`src/rtl/mem_stage_dcache.sv`:
```
// MEM-stage data cache: direct-mapped, one word per line, write-through, no-write-allocate.
// Optional read hit/miss counters are built when DCACHE_STATS_EN is defined.
module mem_stage_dcache #(
  parameter int INDEX_BITS = 4
) (
  input  logic        clk,
  input  logic        rst,
  input  logic        mem_read,
  input  logic        mem_write,
  input  logic [31:0] address,
  input  logic [31:0] write_data,
  output logic [31:0] read_data,
  output logic        hit,
  output logic        mem_req,
  output logic        mem_we,
  output logic [31:0] mem_addr,
  output logic [31:0] mem_wdata,
  input  logic [31:0] mem_rdata,
  input  logic        mem_ack,
  output logic [31:0] read_hit_count,
  output logic [31:0] read_miss_count
);

  localparam int LINES = 1 << INDEX_BITS;
  localparam int TAG_W = 30 - INDEX_BITS;

  typedef enum logic [1:0] {
    IDLE  = 2'd0,
    FILL  = 2'd1,
    WRITE = 2'd2,
    DONE  = 2'd3
  } state_t;

  state_t            state_r;
  logic [LINES-1:0]  valid_r;
  logic [TAG_W-1:0]  tag_r  [LINES];
  logic [31:0]       data_r [LINES];
  logic [31:0]       fill_r;
  logic              done_read_r;
  logic              mem_req_r;
  logic              mem_we_r;
  logic [31:0]       mem_addr_r;
  logic [31:0]       mem_wdata_r;

  logic [INDEX_BITS-1:0] index_s;
  logic [TAG_W-1:0]      tag_s;
  logic                  lookup_hit_s;
  logic                  read_hit_s;
  logic                  read_miss_s;
  logic                  fill_done_s;
  logic                  write_update_s;
  logic                  hit_s;
  logic [31:0]           read_data_s;
  logic                  unused_s;

  assign index_s        = address[INDEX_BITS+1:2];
  assign tag_s          = address[31:INDEX_BITS+2];
  assign unused_s       = ^address[1:0];
  assign lookup_hit_s   = valid_r[index_s] && (tag_r[index_s] == tag_s);
  assign read_hit_s     = (state_r == IDLE) && mem_read && !mem_write && lookup_hit_s;
  assign read_miss_s    = (state_r == IDLE) && mem_read && !mem_write && !lookup_hit_s;
  assign fill_done_s    = (state_r == FILL) && mem_ack;
  // Write-through updates only a resident line; a store never allocates.
  assign write_update_s = (state_r == WRITE) && mem_ack && lookup_hit_s;

  // Control FSM: state, valid bits, fill register and registered memory-side outputs.
  always_ff @(posedge clk or posedge rst) begin
    if (rst) begin
      state_r     <= IDLE;
      valid_r     <= '0;
      fill_r      <= 32'h0;
      done_read_r <= 1'b0;
      mem_req_r   <= 1'b0;
      mem_we_r    <= 1'b0;
      mem_addr_r  <= 32'h0;
      mem_wdata_r <= 32'h0;
    end else begin
      case (state_r)
        IDLE: begin
          if (mem_write) begin
            state_r     <= WRITE;
            mem_req_r   <= 1'b1;
            mem_we_r    <= 1'b1;
            mem_addr_r  <= {address[31:2], 2'b00};
            mem_wdata_r <= write_data;
            done_read_r <= 1'b0;
          end else if (read_miss_s) begin
            state_r     <= FILL;
            mem_req_r   <= 1'b1;
            mem_we_r    <= 1'b0;
            mem_addr_r  <= {address[31:2], 2'b00};
            done_read_r <= 1'b1;
          end else begin
            state_r     <= IDLE;
          end
        end
        FILL: begin
          if (mem_ack) begin
            valid_r[index_s] <= 1'b1;
            fill_r           <= mem_rdata;
            mem_req_r        <= 1'b0;
            state_r          <= DONE;
          end
        end
        WRITE: begin
          if (mem_ack) begin
            mem_req_r <= 1'b0;
            mem_we_r  <= 1'b0;
            state_r   <= DONE;
          end
        end
        DONE: begin
          state_r <= IDLE;
        end
        default: begin
          state_r   <= IDLE;
          mem_req_r <= 1'b0;
          mem_we_r  <= 1'b0;
        end
      endcase
    end
  end

  // Line storage: tag/data need no reset since valid_r gates every lookup.
  always_ff @(posedge clk) begin
    if (fill_done_s) begin
      tag_r[index_s]  <= tag_s;
      data_r[index_s] <= mem_rdata;
    end else if (write_update_s) begin
      data_r[index_s] <= write_data;
    end
  end

  // Pipeline handshake: zero-latency hit in IDLE, one-cycle completion in DONE.
  always_comb begin
    hit_s       = 1'b1;
    read_data_s = 32'h0;
    if (rst) begin
      hit_s       = 1'b1;
      read_data_s = 32'h0;
    end else begin
      case (state_r)
        IDLE: begin
          if (mem_write) begin
            hit_s = 1'b0;
          end else if (mem_read) begin
            if (lookup_hit_s) begin
              read_data_s = data_r[index_s];
            end else begin
              hit_s = 1'b0;
            end
          end else begin
            hit_s = 1'b1;
          end
        end
        FILL, WRITE: begin
          hit_s = 1'b0;
        end
        DONE: begin
          if (done_read_r) begin
            read_data_s = fill_r;
          end else begin
            read_data_s = 32'h0;
          end
        end
        default: begin
          hit_s = 1'b1;
        end
      endcase
    end
  end

  assign hit       = hit_s;
  assign read_data = read_data_s;
  assign mem_req   = mem_req_r;
  assign mem_we    = mem_we_r;
  assign mem_addr  = mem_addr_r;
  assign mem_wdata = mem_wdata_r;

`ifdef DCACHE_STATS_EN
  logic [31:0] read_hit_cnt_r;
  logic [31:0] read_miss_cnt_r;

  // Read statistics, wrapping modulo 2^32.
  always_ff @(posedge clk or posedge rst) begin
    if (rst) begin
      read_hit_cnt_r  <= 32'h0;
      read_miss_cnt_r <= 32'h0;
    end else begin
      if (read_hit_s) begin
        read_hit_cnt_r <= read_hit_cnt_r + 32'd1;
      end
      if (read_miss_s) begin
        read_miss_cnt_r <= read_miss_cnt_r + 32'd1;
      end
    end
  end

  assign read_hit_count  = read_hit_cnt_r;
  assign read_miss_count = read_miss_cnt_r;
`else
  assign read_hit_count  = 32'h0;
  assign read_miss_count = 32'h0;
`endif

endmodule
```
`config.mk`:
```
export PLATFORM = sky130hd
export DESIGN_NAME = mem_stage_dcache
export DESIGN_NICKNAME = d
export VERILOG_FILES = /design/src/rtl/mem_stage_dcache.sv
export SDC_FILE = /design/constraint.sdc
export NUM_CORES = 1
export LEC_CHECK = 0
export ABC_AREA = 1
export CAP_MARGIN = 20
export CORE_UTILIZATION = 55
export CTS_CLUSTER_SIZE = 30
export DETAILED_ROUTE_END_ITERATION = 12
export PLACE_DENSITY_LB_ADDON = 0.05
export RECOVER_POWER = 25
export SYNTH_ARGS = -nofsm -noshare
export SYNTH_HDL_FRONTEND = slang
export SYNTH_SLANG_ARGS = --single-unit
```
`constraint.sdc`:
```
create_clock -name clk -period 13.1 [get_ports clk]
set_input_delay 2.62 -clock clk [delete_from_list [all_inputs] [get_ports clk]]
set_output_delay 2.62 -clock clk [all_outputs]
set_load 0.02 [all_outputs]
```
==> metrics <==
arrival time worst endpoint=about 8600 ps; CTS Buf Count=104; vias per inst=slightly below 6; Yosys reg bits=~1,000; CP cell instances=clkdlybuf4s50_1 > nand2_1 > clkinv_2 > o21ai_1 > nand2_1 > o21bai_1 > nand2_1 > nor2_1 > nand3_1 > nor2_1 > nand2_2 > inv_1 > nand3_1 > a21oi_1 > clkdlybuf4s50_1; Post-CTS Hold Fix Bufs=0; R2R setup slack=8140 ps; CP Depth=15; CTS clock-pin slew for the worst setup and hold paths=about 60 ps; worst reg-to-reg path cell count=7; Yosys top cell area share=0.657; number of global-route vias before repair=27,587; DR pass1 iterations=6; nets@finish=3,856; Max-Slew Margin vs Limit=-1.22; post_cts resized=0; area grow syn2layout=15.5%; clock latency at the later pin of the worst-skew pair=670 ps; FMAX=88.9 MHz; Final setup viols=0; mapped cell area=~0.042 mm^2; ranking of synthesized cells by area=edfxtp_1 (66%), nand2_1 (11%), dfrtp_1 (6.8%); Reg area=0.0307 mm^2; Hold Violations, Final=0; Post-synth EDFFs=928; Starting Density=0.557; Final WS setup=between 1500 and 2000 ps; Max Slew Vio Count=200; io pins=264; Clock Tree Buf Depth=3; WP buf/inv=4; Tcrit/Tclk final=0.859; actual slew at the worst max-slew pin=approximately 3300 ps; All-Layer GR Usage=0.301; DRC Markers=0; Warnings, synthesis=0; layout cells sized above 1=0.0826; # rows=101; multi-input logic area=0.0106 mm^2; DR vias=28,649; # diodes=0; Crit Path Category=primary input to output port; minimum hold slack=about 460 ps; cell family with most CP delay=buffers and inverters; Clock Root Buffer=clkbuf_16; Yosys top cell by area=edfxtp_1; slowest cell on the critical path=clkinv_2; CTS tree=done; failing checks=capacitance limit, slew limit; clock skew=25.2 ps; Clock Sink Count=1,043; gpl congestion=0.918; # port buffers=195; Hold WC Path Type=flop to flop; Mapped Cells=3,585; FF-to-FF End=mem_addr[22]; most frequent cell after synthesis=nand2_1; Detail Route Antenna Nets=0; Avg Cell Area, Syn=~12 um^2; CP max FO=38; combinational group share of total power=0.142; Pwr Density=167 mW/mm^2; pre-CTS setup slack=1970 ps; drt total wl=around 120 mm; Die Ht=roughly 280 um; global-route wire length before repair=173 mm; crit-path most repeated cell=nand2_1; Setup crit end=read_data[11]; status=finished, violations left; asr flop ratio synth=0.110; Seq/Total Area, Yosys=0.725; Synth top cells by count=nand2_1 (1,222), edfxtp_1 (928), nor2_1 (289), nor3_1 (155), dfrtp_1 (115); Die X=280 um; Sw Pwr=2.09 mW; CP Capture Type=output port; Post-CTS Setup Inserts=0; TNS Setup=0 ps; largest net degree at the start of global routing=152; Core Area=0.0761 mm^2; crit path time final=11,250 ps; Post-DP HPWL=62.0 mm; Worst EP required=about 10,000 ps; Worst R2R Start=state_r[0]; CP Launch Type=primary input; sequential share of power=0.481; H-tree Lvls=3; die area=0.0782 mm^2; Net Sw Frac=0.256; total grt overflow=0; RSZ-0062 raised after global routing=false; static leakage=~18 nW; Main synth FF type=edfxtp_1; Int Pwr=6.07 mW; Max VDD drop=~0.11 mV; post-synthesis cell type count=36; Crit path largest cell delay=1120 ps; Starting DRT DRC Count=3,088; clock share of power=0.377; FILL cells=5,757; Wirelength per Cell=~24 um; antenna violations before repair=5; worst setup path start=address[5]; number of max-cap violations=5
-- flip-flops by register name, indices dropped and copies added, names as in the netlist --
signal and cells:
data_r 512, tag_r 416, fill_r 32, mem_wdata 32
mem_addr 30, valid_r 16, state_r 2, done_read_r 1
mem_req 1, mem_we 1
-- power by group through the flow --
stage / clock network (mW) / logic, mW / registers (mW)
global route: 3.23 / 1.25 / 3.94
CTS: 3.10 / 1.16 / 3.92
finish: 3.08 / 1.16 / 3.92
global placement: 0 / 1.13 / 3.98
detailed placement: 0 / 1.15 / 3.99
floorplan: 0 / 0.558 / 4.08
-- worst min path at each step --
stage,slack [ps],to,start,cells past startpoint
CTS,460,valid_r[0],valid_r[0],2
floorplan,430,valid_r[13],valid_r[13],2
global route,480,valid_r[7],valid_r[7],2
finish,460,valid_r[0],valid_r[0],2
detailed placement,450,valid_r[0],valid_r[0],2
global placement,440,valid_r[12],valid_r[12],2
-- stage by stage --
stage                     std cells  area [um^2]  utilization  power, mW
after floorplan                3650        42600            -       4.64
after global placement         4668        45200        0.595       5.11
after detailed placement       4672        45300        0.596       5.14
after CTS                      4867        48900        0.643       8.18
after global routing           4870        48900        0.643       8.42
final                          4870        48900        0.643       8.16
-- worst reg2reg max path, stage by stage, from the launching register on --
cell	delay (ps)
dfrtp_1	380
inv_1	90
ha_1	260
nand2_2	80
clkbuf_1	2050
nand2_2	1380
nand2_1	480
nand2_1	90
-- cells by family (layout without fill, tap and decap cells) --
| kind of cell | Yosys count | count (layout) | synth area share |
|---|---|---|---|
| AND/OR/NAND/NOR | 1804 | 1804 | 0.170 |
| flip-flops | 1043 | 1043 | 0.725 |
| AO/OA/AOI/OAI | 384 | 384 | 0.0574 |
| buffers and inverters | 317 | 507 | 0.0372 |
| multiplexers | 32 | 32 | 0.00850 |
| adder cells (fa/ha/maj) | 4 | 4 | 0.00118 |
| other | 1 | 66 | 0.0000885 |
-- layout by cell type, fill, tap and decap left out, drive strengths merged, types with 11 or more instances in the layout --
cell type      Yosys  final
a21oi             63     63
a221oi            11     11
buf              162     61
clkbuf           106    159
clkdlybuf4s50      0    165
clkinv             1     30
conb               1     66
dfrtp            115    115
dlygate4sd3        0     28
edfxtp           928    928
inv               48     48
mux2              32     32
nand2           1226   1226
nand3             80     80
nand4             40     40
nor2             294    294
nor3             155    155
o2111ai           12     12
o21ai             86     86
o221ai            22     22
o22ai            108    108
o31ai             66     66
-- metal layers --
metal,track usage,part of all wire
met2,0.497,0.48
met3,0.0480,0.087
met4,0.0926,0.028
met5,0,0.00025
met1,0.413,0.40
-- area by class of cell --
class / count / area share
inverter: 49 / 0.00396
clock buffer: 150 / 0.0634
timing repair buffer: 263 / 0.0521
sequential: 1043 / 0.628
tap: 1030 / 0.0263
multi-input combinational: 2290 / 0.216
clock inverter: 45 / 0.00989
Note: power is estimated with default switching activity, not from simulation.
